$ cat config.mk
export PLATFORM = sky130hd
export DESIGN_NAME = arb_wrr
export DESIGN_NICKNAME = d
export VERILOG_FILES = /design/src/rtl/arb_wrr.sv
export SDC_FILE = /design/constraint.sdc
export NUM_CORES = 1
export LEC_CHECK = 0
export ABC_AREA = 1
export ABC_CLOCK_PERIOD_IN_PS = 7100
export CAP_MARGIN = 20
export CORE_AREA = 2 2 67 69
export DETAILED_ROUTE_END_ITERATION = 7
export DIE_AREA = 0 0 69 71
export GPL_ROUTABILITY_DRIVEN = 0
export HOLD_SLACK_MARGIN = 0.12
export PLACE_DENSITY = 0.79
export REMOVE_ABC_BUFFERS = 1
export SLEW_MARGIN = 20
export SYNTH_ARGS = -nofsm -noshare
export SYNTH_HDL_FRONTEND = slang
export SYNTH_SLANG_ARGS = --single-unit
$ cat constraint.sdc
create_clock -name clock -period 7.1 [get_ports clock]
set_input_delay 1.42 -clock clock [delete_from_list [all_inputs] [get_ports clock]]
set_output_delay 1.42 -clock clock [all_outputs]
set_load 0.01 [all_outputs]
$ cat src/rtl/arb_wrr.sv
// Weighted round-robin arbiter with burst locking; grant is combinational (0-cycle latency).
// State advances only on pop with a valid grant; the consumer applies backpressure by withholding pop.
module arb_wrr #(
  parameter int NUM_REQS = 4,
  parameter int WEIGHT_W = 4,
  localparam int IW = (NUM_REQS > 1) ? $clog2(NUM_REQS) : 1
) (
  input  logic                         clock,
  input  logic                         reset_n,
  input  logic [NUM_REQS-1:0]          reqs,
  input  logic [NUM_REQS-1:0]          lock,
  input  logic [NUM_REQS*WEIGHT_W-1:0] weights,
  input  logic                         pop,
  output logic                         grant_valid,
  output logic [NUM_REQS-1:0]          grants,
  output logic [IW-1:0]                grant_idx
);

  logic [NUM_REQS-1:0][WEIGHT_W-1:0] credit_q, credit_d;
  logic [IW-1:0]                     last_q, last_d;
  logic [IW-1:0]                     owner_q, owner_d;
  logic                              locked_q, locked_d;

  logic                owner_hit;
  logic                refill;
  logic [NUM_REQS-1:0] has_credit;
  logic [NUM_REQS-1:0] elig;
  logic [IW-1:0]       win;
  logic                found;
  int                  j;
  logic [WEIGHT_W-1:0] w;

  // Winner selection: locked owner first, else rotating scan over eligible requesters
  always_comb begin
    owner_hit = locked_q && reqs[owner_q];
    for (int i = 0; i < NUM_REQS; i++) begin
      has_credit[i] = (credit_q[i] != '0);
    end
    refill = !owner_hit && ((reqs & has_credit) == '0) && (|reqs);
    elig   = refill ? reqs : (reqs & has_credit);
    win    = '0;
    found  = 1'b0;
    j      = 0;
    if (owner_hit) begin
      win   = owner_q;
      found = 1'b1;
    end else begin
      for (int k = 1; k <= NUM_REQS; k++) begin
        j = int'(last_q) + k;
        if (j >= NUM_REQS) j = j - NUM_REQS;
        if (!found && elig[IW'(j)]) begin
          found = 1'b1;
          win   = IW'(j);
        end
      end
    end
    grant_valid = |reqs;
    grants      = grant_valid ? (NUM_REQS'(1) << win) : '0;
    grant_idx   = grant_valid ? win : '0;
  end

  always_comb begin
    credit_d = credit_q;
    last_d   = last_q;
    owner_d  = owner_q;
    locked_d = locked_q;
    w        = '0;
    // An abandoned lock drops on the next edge whether or not anything is popped
    if (locked_q && !reqs[owner_q]) locked_d = 1'b0;
    if (pop && grant_valid) begin
      if (refill) begin
        for (int i = 0; i < NUM_REQS; i++) begin
          w           = weights[i*WEIGHT_W +: WEIGHT_W];
          credit_d[i] = (w == '0) ? WEIGHT_W'(1) : w;
        end
      end
      if (lock[win]) begin
        locked_d = 1'b1;
        owner_d  = win;
      end else begin
        if (credit_d[win] != '0) credit_d[win] = credit_d[win] - WEIGHT_W'(1);
        last_d   = win;
        locked_d = 1'b0;
      end
    end
  end

  always_ff @(posedge clock or negedge reset_n) begin
    if (!reset_n) begin
      credit_q <= '0;
      last_q   <= IW'(NUM_REQS - 1);
      owner_q  <= '0;
      locked_q <= 1'b0;
    end else begin
      credit_q <= credit_d;
      last_q   <= last_d;
      owner_q  <= owner_d;
      locked_q <= locked_d;
    end
  end

endmodule

# After elaboration in Yosys (flattened, before gate mapping)

Cells that the tools add are included.

Register bits: 21
Input bits: 27
Output and inout port bits: 7
Word-level logic and storage cells: 112

Add/sub/neg operators: 9
Magnitude comparators: 11
Shift-type cells: 1
Muxes and demuxes: 54
Bitwise logic cells: 2
Reductions and logical operators: 28

Operators by type and width:

| kind                                                       | count |
|---|---|
| 2-to-1 mux 16 bit                                          | 4 |
| 2-to-1 mux 4 bit                                           | 8 |
| 2-to-1 mux 2 bit                                           | 14 |
| zero test 4 bit                                            | 5 |
| nonzero test 4 bit                                         | 5 |
| 2-to-1 mux 1 bit                                           | 19 |
| bitwise mux 16 bit                                         | 1 |
| less-than comparator 2 x 4 -> 1 bit, second input constant | 4 |
| binary-select mux 1 bit (select 2 bit)                     | 6 |
| >= comparator 3 bit, second input constant                 | 3 |
| logical AND 1 bit                                          | 9 |
| binary-select mux 4 bit (select 2 bit)                     | 1 |
| demux 4 bit (select 2 bit)                                 | 1 |
| subtractor 2 x 1 -> 2 bit, second input constant           | 4 |
| adder 2 x 2 -> 3 bit, second input constant                | 2 |
| less-than comparator 2 x 3 -> 1 bit, second input constant | 2 |
| zero test 1 bit                                            | 5 |
| adder 2 x 3 -> 4 bit, second input constant                | 1 |
| AND 4 bit                                                  | 1 |
| >= comparator 4 x 3 -> 1 bit, second input constant        | 1 |
| AND reduction 2 bit                                        | 2 |
| OR reduction 4 bit                                         | 1 |
| left shift 1 x 2 -> 4 bit, first input constant            | 1 |
| subtractor 4 x 1 -> 4 bit, second input constant           | 1 |
| other kinds (4)                                            | 4 |

# Longest topological paths before layout

Depth in word-level cells: 31
Depth in mapped cells: 29
Depth with buffers taken out: 29

# Least setup slack after synthesis

OpenSTA, ideal clock, no wires.

Path kind: input to output
Start: input reqs[2]
End: output grants[2]
Data arrival time: 2.959 ns
Required time: 5.680 ns
Path slack: 2.721 ns
Stages on the path: 15
Path buffers: 1
Cell sequence: nor2_1 nand3_2 nand2_2 nor2_4 nand3_2 nand3_1 nand3_1 nand2_2 nor2_2 nand4_1 nand3_4 nand2_4 buf_8 nand2_1 inv_1

Elaborated cells on any way between the ends: 41
Those cells by class: 1 x shift; 27 x mux; 1 x bitwise; 12 x reduce/logical

RTL lines:

| item                                                 | line | source |
|---|---|---|
| start: declaration                                   | 10   | `input logic [NUM_REQS-1:0] reqs,` |
| OR reduction 4 bit *                                 | 57   | `grant_valid = \|reqs;` |
| named net grant_valid                                | 14   | `output logic grant_valid,` |
| logical AND 1 bit                                    | 39   | `refill = !owner_hit && ((reqs & has_credit) == '0) && (\|reqs);` |
| 2-to-1 mux 4 bit                                     | 40   | `elig = refill ? reqs : (reqs & has_credit);` |
| binary-select mux 1 bit (select 2 bit)               | 51   | `if (!found && elig[IW'(j)]) begin` |
| 2-to-1 mux 1 bit (not written as such) (2 in series) | 51   |  |
| 2-to-1 mux 1 bit                                     | 51   |  |
| 2-to-1 mux 1 bit                                     | 44   | `if (owner_hit) begin` |
| [6 not listed]                                       | --   |  |
| 2-to-1 mux 1 bit                                     | 51   |  |
| 2-to-1 mux 1 bit                                     | 44   |  |
| zero test 1 bit                                      | 51   |  |
| logical AND 1 bit                                    | 51   |  |
| 2-to-1 mux 2 bit                                     | 51   |  |
| 2-to-1 mux 2 bit                                     | 44   |  |
| left shift 1 x 2 -> 4 bit                            | 58   | `grants = grant_valid ? (NUM_REQS'(1) << win) : '0;` |
| 2-to-1 mux 4 bit *                                   | 58   |  |
| end: declaration                                     | 15   | `output logic [NUM_REQS-1:0] grants,` |

The timed path passes the listed nets; every way through them passes the cells marked *. The select of a mux whose other input is x is not followed.

# Final worst setup path

Start: input reqs[3]
End: output grants[0]

Cells in the longest elaborated chain, start to end: 26
Elaborated cells on any way between the ends: 41
Those cells by class: 1 x shift; 27 x mux; 1 x bitwise; 12 x reduce/logical

RTL lines:

| item                                                 | line | source |
|---|---|---|
| binary-select mux 1 bit (select 2 bit)               | 35   | `owner_hit = locked_q && reqs[owner_q];` |
| 2-to-1 mux 1 bit (not written as such)               | 35   |  |
| logical AND 1 bit                                    | 35   |  |
| zero test 1 bit                                      | 39   |  |
| logical AND 1 bit (2 in series)                      | 39   |  |
| 2-to-1 mux 4 bit                                     | 40   |  |
| binary-select mux 1 bit (select 2 bit)               | 51   |  |
| 2-to-1 mux 1 bit (not written as such) (2 in series) | 51   |  |
| [8 not listed]                                       | --   |  |
| 2-to-1 mux 1 bit                                     | 51   |  |
| 2-to-1 mux 1 bit                                     | 44   |  |
| zero test 1 bit                                      | 51   |  |
| logical AND 1 bit                                    | 51   |  |
| 2-to-1 mux 2 bit                                     | 51   |  |
| 2-to-1 mux 2 bit                                     | 44   |  |
| left shift 1 x 2 -> 4 bit                            | 58   |  |
| 2-to-1 mux 4 bit *                                   | 58   |  |

Every way passes the cells marked *; elsewhere a longest branch is shown, timed or not. The select of a mux whose other input is x is not followed.

==> summary.txt <==
Global routing
  • Overflow left after global routing: 0
  • GR Util All Layers: 25.07%
  • Largest net degree at the start of global routing: 22
  • Vias in the first global route: 2237
  • Initial antenna violation count: 0
  • First-pass GRT wire length: 10050 um

Logic synthesis
  • Number of enable flip-flop cells after synthesis: 0
  • Synthesized instance count: between 300 and 400
  • Post-synthesis register bit count: 21
  • Synth Flop Type: dfrtp_1
  • Area contributors post-synth: dfrtp_1 (22%), nand2_1 (21%), nand3_1 (8.4%)
  • Register area share after synthesis: roughly 24%
  • Yosys cell types: 34
  • Mapped cell area: 2198 um2
  • Post-synth ARST share: between 90% and 100%
  • Syn_area_per_cell: just over 6 um2
  • Yosys top cell by area: dfrtp_1
  • Yosys synthesis warning count: 0
  • Top-area cell type share of the netlist area: a little over a fifth

Floorplanning
  • Chip Width: ~69 um
  • Core outline area: roughly 4200 um2
  • Die Span Y: just over 70 um
  • Core Rows: 24
  • Starting Density: a little over half
  • DIE AREA: 4899 um2
  • I/O pins: 34

Setup path
  • CP top delay family: simple AND/OR/NAND/NOR gates
  • CP Capture Type: primary output
  • CP cell instances: clkdlybuf4s50_1, nor2_1, nand3_2, nand2_2, nor2_4, nand3_2, nand3_1, nand3_1, nand2_1, nor2_2, nand4_1, nand3_4, nand2_4, nand2_2, a31oi_1, clkdlybuf4s50_1
  • CP required: between 5 and 6 ns
  • Slowest CP cell: clkdlybuf4s50_1
  • Worst-path fanout max: 13
  • Buf/Inv on CP: 2
  • Highest cell delay on the worst timing path: around 0.57 ns
  • Critical path type: in2out
  • WP data arrival: ~4.2 ns
  • Critical path launch point type: input pin

STA
  • RSZ-0062 raised after global routing: false
  • Final TNS setup: 0 ns
  • Slew @ Worst Pin: 0.8551 ns
  • Final hold vios: 0
  • FMAX: ~180 MHz
  • Clk_skew: roughly 0.0018 ns
  • Slew Limit Fails: 0
  • Slew headroom: a little over two fifths
  • Period utilisation layout: roughly four fifths
  • Minimum clock period: between 5 and 6 ns
  • Final setup vio count: 0

Drt
  • Vias: 2324
  • ANT nets after route: 0
  • Vias per cell: ~5.3
  • Initial DRC count: 200
  • Routed WL per cell: between 10 and 15 um
  • First-pass detailed-route iteration total: 4
  • WL final: 5823 um
  • Remaining DRCs: 0

Cells and area
  • Layout area overhead: 17.99%
  • Most common cell after layout, fill and taps aside: nand2_1
  • Layout cells sized above 1: between 10% and 20%
  • Ant. Diodes: 0
  • Layout Nets: 412
  • Commonest non-fill, non-tap cells in the layout: nand2_1 (121), nand3_1 (37), inv_1 (36)
  • Post-route cell area: between 2000 and 3000 um2
  • Utilization after layout: 61.70%

Clock network
  • Clock Latency Late Sink: ~0.27 ns
  • Setup Buffers After CTS: 0
  • H-tree levels: 1
  • CTS root buffer: clkbuf_8
  • Clock Tree Buf Depth: 2
  • CTS Buf Count: 3
  • Clk sinks: 21
  • Hold buffer count at cts: 0
  • Clock slew seen by the registers of the worst setup and hold paths: about 0.080 ns
  • Cts repair resizes: 0
  • CTS tree: done

Hold path
  • Worst min-delay path category: reg2reg

Placement
  • PortBufs: 33
  • DP Wirelength: between 4000 and 5000 um
  • Area after DPL: about 2600 um2

Job
  • Max-cap violation count: 0

Status
  • Status: completed
per-stage QoR:
stage | hold WS, ns | std cells | worst slack (ns)
global placement | 0.4844 | 431 | 1.472
global route | 0.5455 | 435 | 1.188
floorplan | 0.4659 | 346 | 2.664
finish | 0.5143 | 435 | 1.443
CTS | 0.5123 | 435 | 1.440
detailed placement | 0.4940 | 431 | 1.443
per-layer routing:
layer  track usage (%)  share of wire [%]
met4             9.368                2.2
met3             3.419                5.3
met5                 0                  0
met1             32.59                 45
met2             42.63                 48
cells by family after synthesis:
| kind of cell | count (synthesis) | share of synthesized area [%] |
|---|---|---|
| AO/OA/AOI/OAI | 42 | 10.53 |
| XOR/XNOR | 1 | 0.3985 |
| adder cells (fa/ha/maj) | 1 | 0.5691 |
| buffers and inverters | 52 | 9.619 |
| flip-flops | 21 | 24.02 |
| multiplexers | 1 | 0.4553 |
| AND/OR/NAND/NOR | 235 | 54.41 |
cell usage after synthesis, drive strengths merged, types with 2 or more instances:
library cell  count
or2               4
o211ai            2
nand4             4
buf               3
nor2             33
o21a              2
clkbuf            4
inv              44
o21ai            29
a21oi             7
dfrtp            19
nand2           144
nand3            46
nand3b            4
dfstp             2
final cells by class:
class / instances / area (um2)
sequential: 21 / 528.0
timing repair buffer: 33 / 325.3
tap: 52 / 65.06
inverter: 45 / 171.4
clock buffer: 4 / 45.04
multi-input combinational: 280 / 1459
fill: 424 / 1610
final timing paths:
path | startpoint | endpoint | slack (ns) | cells past startpoint
worst max-delay path | reqs[3] | grants[0] | 1.44 | 16
worst min-delay path | credit_q[0]$_DFFE_PN0P_ | credit_q[0]$_DFFE_PN0P_ | 0.51 | 2
worst max register to register | credit_q[0]$_DFFE_PN0P_ | credit_q[1]$_DFFE_PN0P_ | 3.61 | 21
worst min register to register | credit_q[0]$_DFFE_PN0P_ | credit_q[0]$_DFFE_PN0P_ | 0.51 | 2
max in group asynchronous | reset_n | last_q[0]$_DFFE_PN1P_ | 5.65 | 1
min in group asynchronous | reset_n | credit_q[14]$_DFFE_PN0P_ | 1.10 | 1
worst min-delay path: stages, from the launching register on:
cell and delay (ns):
dfrtp_1 0.36, nand2_1 0.06, nand2_1 0.06
sequential cells by signal, indices dropped and copies added, names as in the netlist:
signal and flops:
credit_q 16, last_q 2, owner_q 2, locked_q 1
Power is left out: the tool's default activity adds up to more than one toggle a clock period on the data nets, which glitch-free logic cannot reach.
